### config.mk
export PLATFORM = sky130hd
export DESIGN_NAME = dsp_mac_sequencer
export DESIGN_NICKNAME = d
export VERILOG_FILES = /design/src/rtl/dsp_mac_sequencer.sv
export SDC_FILE = /design/constraint.sdc
export NUM_CORES = 1
export LEC_CHECK = 0
export ABC_CLOCK_PERIOD_IN_PS = 3500
export CAP_MARGIN = 15
export CORE_MARGIN = 2
export CORE_UTILIZATION = 40
export DETAILED_ROUTE_END_ITERATION = 12
export PLACE_DENSITY = 0.73
export SLEW_MARGIN = 20
export SYNTH_ARGS = -nofsm -noshare
export SYNTH_HDL_FRONTEND = slang
export SYNTH_SLANG_ARGS = --single-unit
### constraint.sdc
create_clock -name CLK -period 3.5 [get_ports CLK]
set_clock_uncertainty 0.2 [all_clocks]
set_input_delay 0.875 -clock CLK [delete_from_list [all_inputs] [get_ports CLK]]
set_output_delay 0.875 -clock CLK [all_outputs]
set_load 0.01 [all_outputs]
### src/rtl/dsp_mac_sequencer.sv
// Drives a DSP48A1 slice as a MAC for sum(a[i]*b[i]); operands reach dsp_a/dsp_b one cycle after acceptance.
// Operands stall on in_valid and bubbles hold P. The result is held in DONE until res_ready; start is ignored while busy.
module dsp_mac_sequencer #(
   parameter int LEN_W    = 16,
   parameter int PIPE_LAT = 3,
   parameter int OPM_DLY  = 1
) (
   input  logic              CLK,
   input  logic              RSTN,
   input  logic              start,
   input  logic [LEN_W-1:0]  len,
   output logic              busy,
   input  logic              in_valid,
   output logic              in_ready,
   input  logic [17:0]       in_a,
   input  logic [17:0]       in_b,
   output logic [17:0]       dsp_a,
   output logic [17:0]       dsp_b,
   output logic [7:0]        dsp_opmode,
   output logic              dsp_cea,
   output logic              dsp_ceb,
   output logic              dsp_cem,
   output logic              dsp_cep,
   output logic              dsp_ceopmode,
   output logic              dsp_rstm,
   output logic              dsp_rstp,
   input  logic [47:0]       dsp_p,
   output logic              res_valid,
   input  logic              res_ready,
   output logic [47:0]       res_data
);

   typedef enum logic [2:0] {S_IDLE, S_CLR, S_FEED, S_DRAIN, S_DONE} state_t;

   localparam logic [7:0] OPM_FIRST  = 8'h01;  // X=M, Z=0
   localparam logic [7:0] OPM_ACC    = 8'h09;  // X=M, Z=P
   localparam logic [7:0] OPM_HOLD   = 8'h08;  // X=0, Z=P
   localparam logic [7:0] DRAIN_LAST = 8'(PIPE_LAT);

   state_t           state;
   logic [LEN_W-1:0] len_q;
   logic [LEN_W-1:0] cnt;
   logic [LEN_W-1:0] cnt_inc;
   logic [7:0]       dcnt;
   logic             acc;

   // Stage 0 holds the OPMODE code of the operand slot on dsp_a/dsp_b this cycle.
   logic [7:0]       opm_sr [0:OPM_DLY];

   assign busy         = (state != S_IDLE);
   assign in_ready     = (state == S_FEED) && (cnt != len_q);
   assign acc          = in_valid && in_ready;
   assign cnt_inc      = cnt + LEN_W'(1);
   assign dsp_opmode   = opm_sr[OPM_DLY];
   assign dsp_ceb      = dsp_cea;
   assign dsp_cep      = dsp_cem;
   assign dsp_ceopmode = dsp_cem;
   assign dsp_rstp     = dsp_rstm;

   always_ff @(posedge CLK) begin
      if (!RSTN) begin
         state     <= S_IDLE;
         len_q     <= '0;
         cnt       <= '0;
         dcnt      <= '0;
         dsp_a     <= '0;
         dsp_b     <= '0;
         dsp_cea   <= 1'b0;
         dsp_cem   <= 1'b0;
         dsp_rstm  <= 1'b0;
         res_valid <= 1'b0;
         res_data  <= '0;
         for (int i = 0; i <= OPM_DLY; i++) opm_sr[i] <= 8'h00;
      end else begin
         dsp_cea  <= 1'b0;
         dsp_rstm <= 1'b0;
         for (int i = 1; i <= OPM_DLY; i++) opm_sr[i] <= opm_sr[i-1];
         opm_sr[0] <= OPM_HOLD;
         case (state)
            S_IDLE: begin
               opm_sr[0] <= 8'h00;
               if (start) begin
                  len_q <= len;
                  cnt   <= '0;
                  if (len != '0) begin
                     state     <= S_CLR;
                     dsp_rstm  <= 1'b1;
                     dsp_cem   <= 1'b1;
                     opm_sr[0] <= OPM_HOLD;
                  end else begin
                     state     <= S_DONE;
                     res_valid <= 1'b1;
                     res_data  <= '0;
                  end
               end
            end
            S_CLR: state <= S_FEED;
            S_FEED: begin
               if (acc) begin
                  dsp_a     <= in_a;
                  dsp_b     <= in_b;
                  dsp_cea   <= 1'b1;
                  cnt       <= cnt_inc;
                  opm_sr[0] <= (cnt == '0) ? OPM_FIRST : OPM_ACC;
                  if (cnt_inc == len_q) begin
                     state <= S_DRAIN;
                     dcnt  <= '0;
                  end
               end
            end
            S_DRAIN: begin
               // Last operand was driven in the first DRAIN cycle; P holds it PIPE_LAT cycles later.
               if (dcnt == DRAIN_LAST) begin
                  state     <= S_DONE;
                  dsp_cem   <= 1'b0;
                  res_valid <= 1'b1;
                  res_data  <= dsp_p;
                  opm_sr[0] <= 8'h00;
               end else begin
                  dcnt <= dcnt + 8'd1;
               end
            end
            S_DONE: begin
               opm_sr[0] <= 8'h00;
               if (res_ready) begin
                  state     <= S_IDLE;
                  res_valid <= 1'b0;
               end
            end
            default: state <= S_IDLE;
         endcase
      end
   end

endmodule

After elaboration in Yosys (flattened, before gate mapping)
Memories as Yosys holds them, arrays and structs flattened.
Index checks and enable logic that the tools add are counted.
{"block": "word_totals", "reg_bits": 131, "ramBits": 16, "in_bits": 105, "out_inout_bits": 102, "word_cells": 110, "memories": 1}
{"block": "classes", "n_addsub": 2, "eq_ne": 15, "muxes": 56, "bitwise": 7, "reduce_logical": 18}
{"memory": "opm_sr", "words": 2, "width": 8, "rd": 2, "rd_ports_with_merged_regs": 0, "wr": 2, "line": "48", "source": "logic [7:0] opm_sr [0:OPM_DLY];"}
{"op": "48-bit two-way mux", "count": 3}
{"op": "48-bit one-hot mux with 2 select lines", "count": 1}
{"op": "8-bit two-way mux", "count": 10}
{"op": "16-bit two-way mux", "count": 2}
{"op": "16-bit one-hot mux with 2 select lines", "count": 1}
{"op": "1-bit two-way mux", "count": 28}
{"op": "3-bit two-way mux", "count": 6}
{"op": "16-bit by 1-bit adder with 16-bit output, second input constant", "count": 1}
{"op": "16-bit == test", "count": 1}
{"op": "16-bit logical NOT", "count": 1}
{"op": "16-bit != test", "count": 1}
{"op": "8-bit one-hot mux with 2 select lines", "count": 1}
{"op": "16-bit nonzero test", "count": 1}
{"op": "3-bit one-hot mux with 5 select lines", "count": 1}
{"op": "2-bit != test, second input constant", "count": 7}
{"op": "4-bit AND reduction", "count": 3}
{"op": "5-bit AND reduction", "count": 2}
{"op": "8-bit by 1-bit adder with 8-bit output, second input constant", "count": 1}
{"op": "8-bit by 2-bit == test with 1-bit output, second input constant", "count": 1}
{"op": "1-bit bitwise OR", "count": 7}
{"op": "3-bit by 2-bit == test with 1-bit output, second input constant", "count": 2}
{"op": "2-bit nonzero test", "count": 3}
{"op": "3-bit nonzero test", "count": 2}
{"op": "4-bit two-way mux", "count": 1}
{"op": "9 further kinds", "count": 11}

Longest topological paths before layout
{"block": "logic_depth", "word_depth": 10, "ltp_mapped": 10}

Least setup slack after synthesis
Ideal clock, no wire load.
{"block": "synth_timing", "path_kind": "register -> register", "startpoint": "register cnt[0]", "endpoint": "register dcnt[3]", "setup_time_ps": 135, "arrival_time_ps": 2264, "setup_slack_ps": 901, "path_stages_with_launch": 10, "n_path_buf": 0, "path_cell_list": "dfxtp_1 inv_1 ha_1 xor2_1 a211o_1 a211oi_1 nand4_1 a2111o_1 o31ai_4 o221ai_1"}
{"block": "synth_between", "elab_chain_cells": 5}
{"item": "from (decl)", "line": "42", "source": "logic [LEN_W-1:0] cnt;"}
{"item": "from (signal assigned)", "line": "103", "source": "cnt <= cnt_inc;"}
{"item": "parallel branches: the longest is 4 deep, another holds 16-bit by 1-bit adder with 16-bit output"}
{"item": "4-bit AND reduction (no line) (*)"}
{"item": "to (signal assigned)", "line": "120", "source": "dcnt <= dcnt + 8'd1;"}
{"item": "to (decl)", "line": "44", "source": "logic [7:0] dcnt;"}
Every way passes the cells marked *.
A chain may end at the register's enable or synchronous reset.

Worst setup path in the final report
{"block": "layout_timing", "startpoint": "register len_q[9]", "endpoint": "output port in_ready"}
{"block": "layout_between", "elab_chain_cells": 2}
{"item": "from (decl)", "line": "41", "source": "logic [LEN_W-1:0] len_q;"}
{"item": "from (signal assigned)", "line": "83", "source": "len_q <= len;"}
{"item": "16-bit != test", "line": "51", "source": "assign in_ready = (state == S_FEED) && (cnt != len_q);"}
{"item": "1-bit logical AND", "line": "51"}
{"item": "to (decl)", "line": "14", "source": "output logic in_ready,"}
No other way between the ends.

==> results by group <==
Status
  – Run status: complete, no violations

Worst hold path
  – Path type of the worst min-delay path: flop to flop
  – Worst hold path startpoint: opm_sr[0][0]

Synth
  – Proportion of netlist area held by the largest area contributor: 46.69%
  – Fraction of synthesis flops using an asynchronous set or reset pin: 0%
  – Syn Inst Count: 649
  – Post-synthesis cell type with the largest combined area: dfxtp_1
  – Synthesized area per cell: 8.918 sq um
  – Most instantiated library cell after synthesis: dfxtp_1
  – Number of distinct library cells after synthesis: 58
  – Netlist area before placement: 0.005788 sq mm
  – Most area-consuming cells after synthesis: dfxtp_1 47%, nor2_1 7.5%, a22oi_1 6.5%
  – Register area share after synthesis: 46.69%
  – Most used flip-flop cell after synthesis: dfxtp_1
  – Post-synth top cells: 135 x dfxtp_1, 115 x nor2_1, 52 x nand2_1
  – Count of flip-flops with a built-in enable after synthesis: 0
  – Ys Warns: 0
  – FF+latch count, synth: 135

Worst setup path
  – Arr. time, crit path: 2.33 ns
  – Nature of the critical path startpoint: flop
  – Critical path required time: 2.42 ns
  – Launching point of the worst reg2reg path: cnt[1]
  – Cell-by-cell listing of the critical path: xnor2_1, nand4_1, or3_1, o21a_1, clkdlybuf4s50_1
  – Critical path type: flop to output pin
  – CP peak stage delay: 0.47 ns
  – Crit. Startpoint: len_q[9]
  – Critical-path top delay cell: dfxtp_1
  – Highest fanout seen on the critical path: 6
  – Critical path capture point type: output pin

Layout
  – Final Core Density: 60.33%
  – Final net count: 935
  – Final antenna diode count: 0
  – Register area: 0.002705 sq mm
  – Fraction of final layout cells sized beyond drive strength 1: 7.032%
  – Area occupied by multi-input gates: 0.002781 sq mm
  – Final Non-Filler Cells: 1019
  – Post-synthesis to final-layout area growth: 45.81%
  – Count of filler cells inserted in the layout: 1175

Power
  – Final total power: 3.696 mW
  – Peak supply drop: 0.3619 mV
  – Leakage: 3.265 nW
  – Power density relative to cell area: 437.9 mW/mm^2

Placed design
  – Final HPWL from detailed placement: 13010 um
  – Pre-CTS setup slack: 0.2418 ns
  – Total instance count after detailed placement: 988
  – Placer Congestion: 0.9100
  – Port bufs: 200

Global routing
  – Initial antenna violation count: 0
  – Global-route total usage across every layer: 22.85%
  – Vias in the first global route: 5656
  – Global-route wire length before repair: 28360 um
  – Pin count of the biggest net entering global routing: 52
  – Grt ovf: 0

STA
  – Final-report max-slew violation count: 0
  – Transition time at the pin with the least slew margin: 0.6656 ns
  – Post-route worst setup slack: 0.09898 ns
  – Setup repair after global routing missed its margin: false
  – Final-report hold violation count: 0
  – Fraction of the cycle the final worst path needs: 97.17%
  – Final setup violation count: 0
  – Timing-limited maximum frequency: 0.2940 GHz
  – Setup_tns: 0 ns
  – Final worst path period need: 3.401 ns
  – Worst-case headroom to the max-slew limit: 55.41%

Floorplan
  – Number of ports placed on the die boundary: 207
  – Placement row count: 43
  – Initial standard-cell utilization of the core: 41.38%
  – Die Height: 124.3 um
  – Die width: 124.3 um
  – Core area: 0.01399 sq mm
  – Area of the die: 0.01545 sq mm

Clock network
  – Clk sink count: 135
  – Insertion delay to the later sink of the worst-skew pair: 0.41 ns
  – Number of clock buffers inserted by TritonCTS: 17
  – CTS Buffer Depth: 2
  – Count of buffers added by post-CTS timing repair for setup: 0
  – Clock-pin slew of the registers on the worst-case setup and hold paths: 0.06 ns
  – Clock tree from TritonCTS: done
  – Number of buffers added to fix hold violations after cts: 0
  – Total number of H-tree levels: 4
  – Library cell used as clock root buffer: clkbuf_16

Detailed routing
  – DRC violation total after the first TritonRoute iteration: 332
  – WL/cell: 17.42 um
  – Remaining design rule violation count: 0
  – Routed Wire Length: 17750 um
  – Pre-Repair DR Iteration Count: 6
  – Vias per std cell: 5.329
  – Number of vias after detailed routing: 5430
  – DRT antenna net count: 0

Flow run
  – Max cap viols: 0
[power by group]
| group | switching, mW | leakage (nW) | internal (mW) |
|---|---|---|---|
| sequential | 0.0281 | 1.09 | 1.57 |
| combinational | 0.177 | 1.90 | 0.216 |
| clock | 0.671 | 0.276 | 1.03 |
| total | 0.876 | 3.27 | 2.82 |
[through the flow]
stage / hold slack, ns / cell area [sq um]
finish: 0.2337 / 8439
global route: 0.2597 / 8439
CTS: 0.2375 / 8429
detailed placement: 0.2210 / 7856
global placement: 0.2188 / 7856
floorplan: 0.2118 / 5807
[sequential cells by signal, summed over array words and instances, names as in the netlist]
name,cells
res_data,48
dsp_a,18
dsp_b,18
cnt,16
len_q,16
dcnt,8
opm_sr,4
state,3
dsp_cea,1
dsp_cem,1
dsp_rstm,1
res_valid,1
[routing by layer]
layer	part of all wire [%]	track usage, %	vias to the layer above
li1	-	-	2592
met2	50	40.08	204
met5	0	0	-
met1	40	24.82	2607
met3	8.2	9.192	27
met4	2.3	8.262	0
[worst max-delay path: cells and delay by family, from the launching register on]
family                 cells  cell delay, ns
XOR/XNOR                   1            0.19
buffers and inverters      1            0.47
AND/OR/NAND/NOR            2            0.59
AO/OA/AOI/OAI              1            0.20
flip-flops                 1            0.47
[path summary, 6_finish.rpt]
path	end	slack, ns	depth (start not counted)
worst max-delay path	in_ready	0.1	5
worst min-delay path	opm_sr[1][0]	0.23	1
worst max register to register	dcnt[3]	0.45	8
worst min register to register	opm_sr[1][0]	0.23	1
[cells by family (layout without fill, tap and decap cells)]
logic type,after synthesis,count (layout),synth area share (%)
mux,37,37,6.399
simple gates,242,242,19.26
xor+xnor,37,37,5.599
fa+ha+maj,3,3,0.6486
buf+inv,71,256,6.204
flops,135,135,46.69
compound gates,123,123,15.13
other cells,1,6,0.06479
[what timing repair did]
action,4_1_cts,5_1_grt
resized for setup,1,3
pin swaps,0,0
setup endpoints to repair,1,1
[cell type report]
type                       instances  share of cell area (%)
inverter                          11                  0.5041
multi-input combinational        448                   32.96
timing repair buffer             214                   25.11
tap                              180                   2.669
sequential                       135                   32.05
clock buffer                      21                   5.574
clock inverter                    10                   1.127
[layout by cell type, fill, tap and decap left out, types with 3 or more instances in the layout]
master	instances
ha_1	3
and3_1	5
clkinv_2	4
nand4_1	7
dfxtp_1	133
conb_1	6
nor2_1	115
a21oi_1	27
clkdlybuf4s50_1	200
a211oi_1	7
o21ai_0	6
nor3_1	6
clkbuf_16	17
xor2_1	9
or3_1	5
buf_4	13
xnor2_1	26
inv_1	10
nor2b_1	6
mux2i_1	37
nand2b_1	7
o211ai_1	4
clkbuf_8	3
a2111oi_0	3
nand2_1	52
nor4_1	9
a22oi_1	50
nand3_1	10
o221ai_1	3
(Power assumes the default switching activity.)
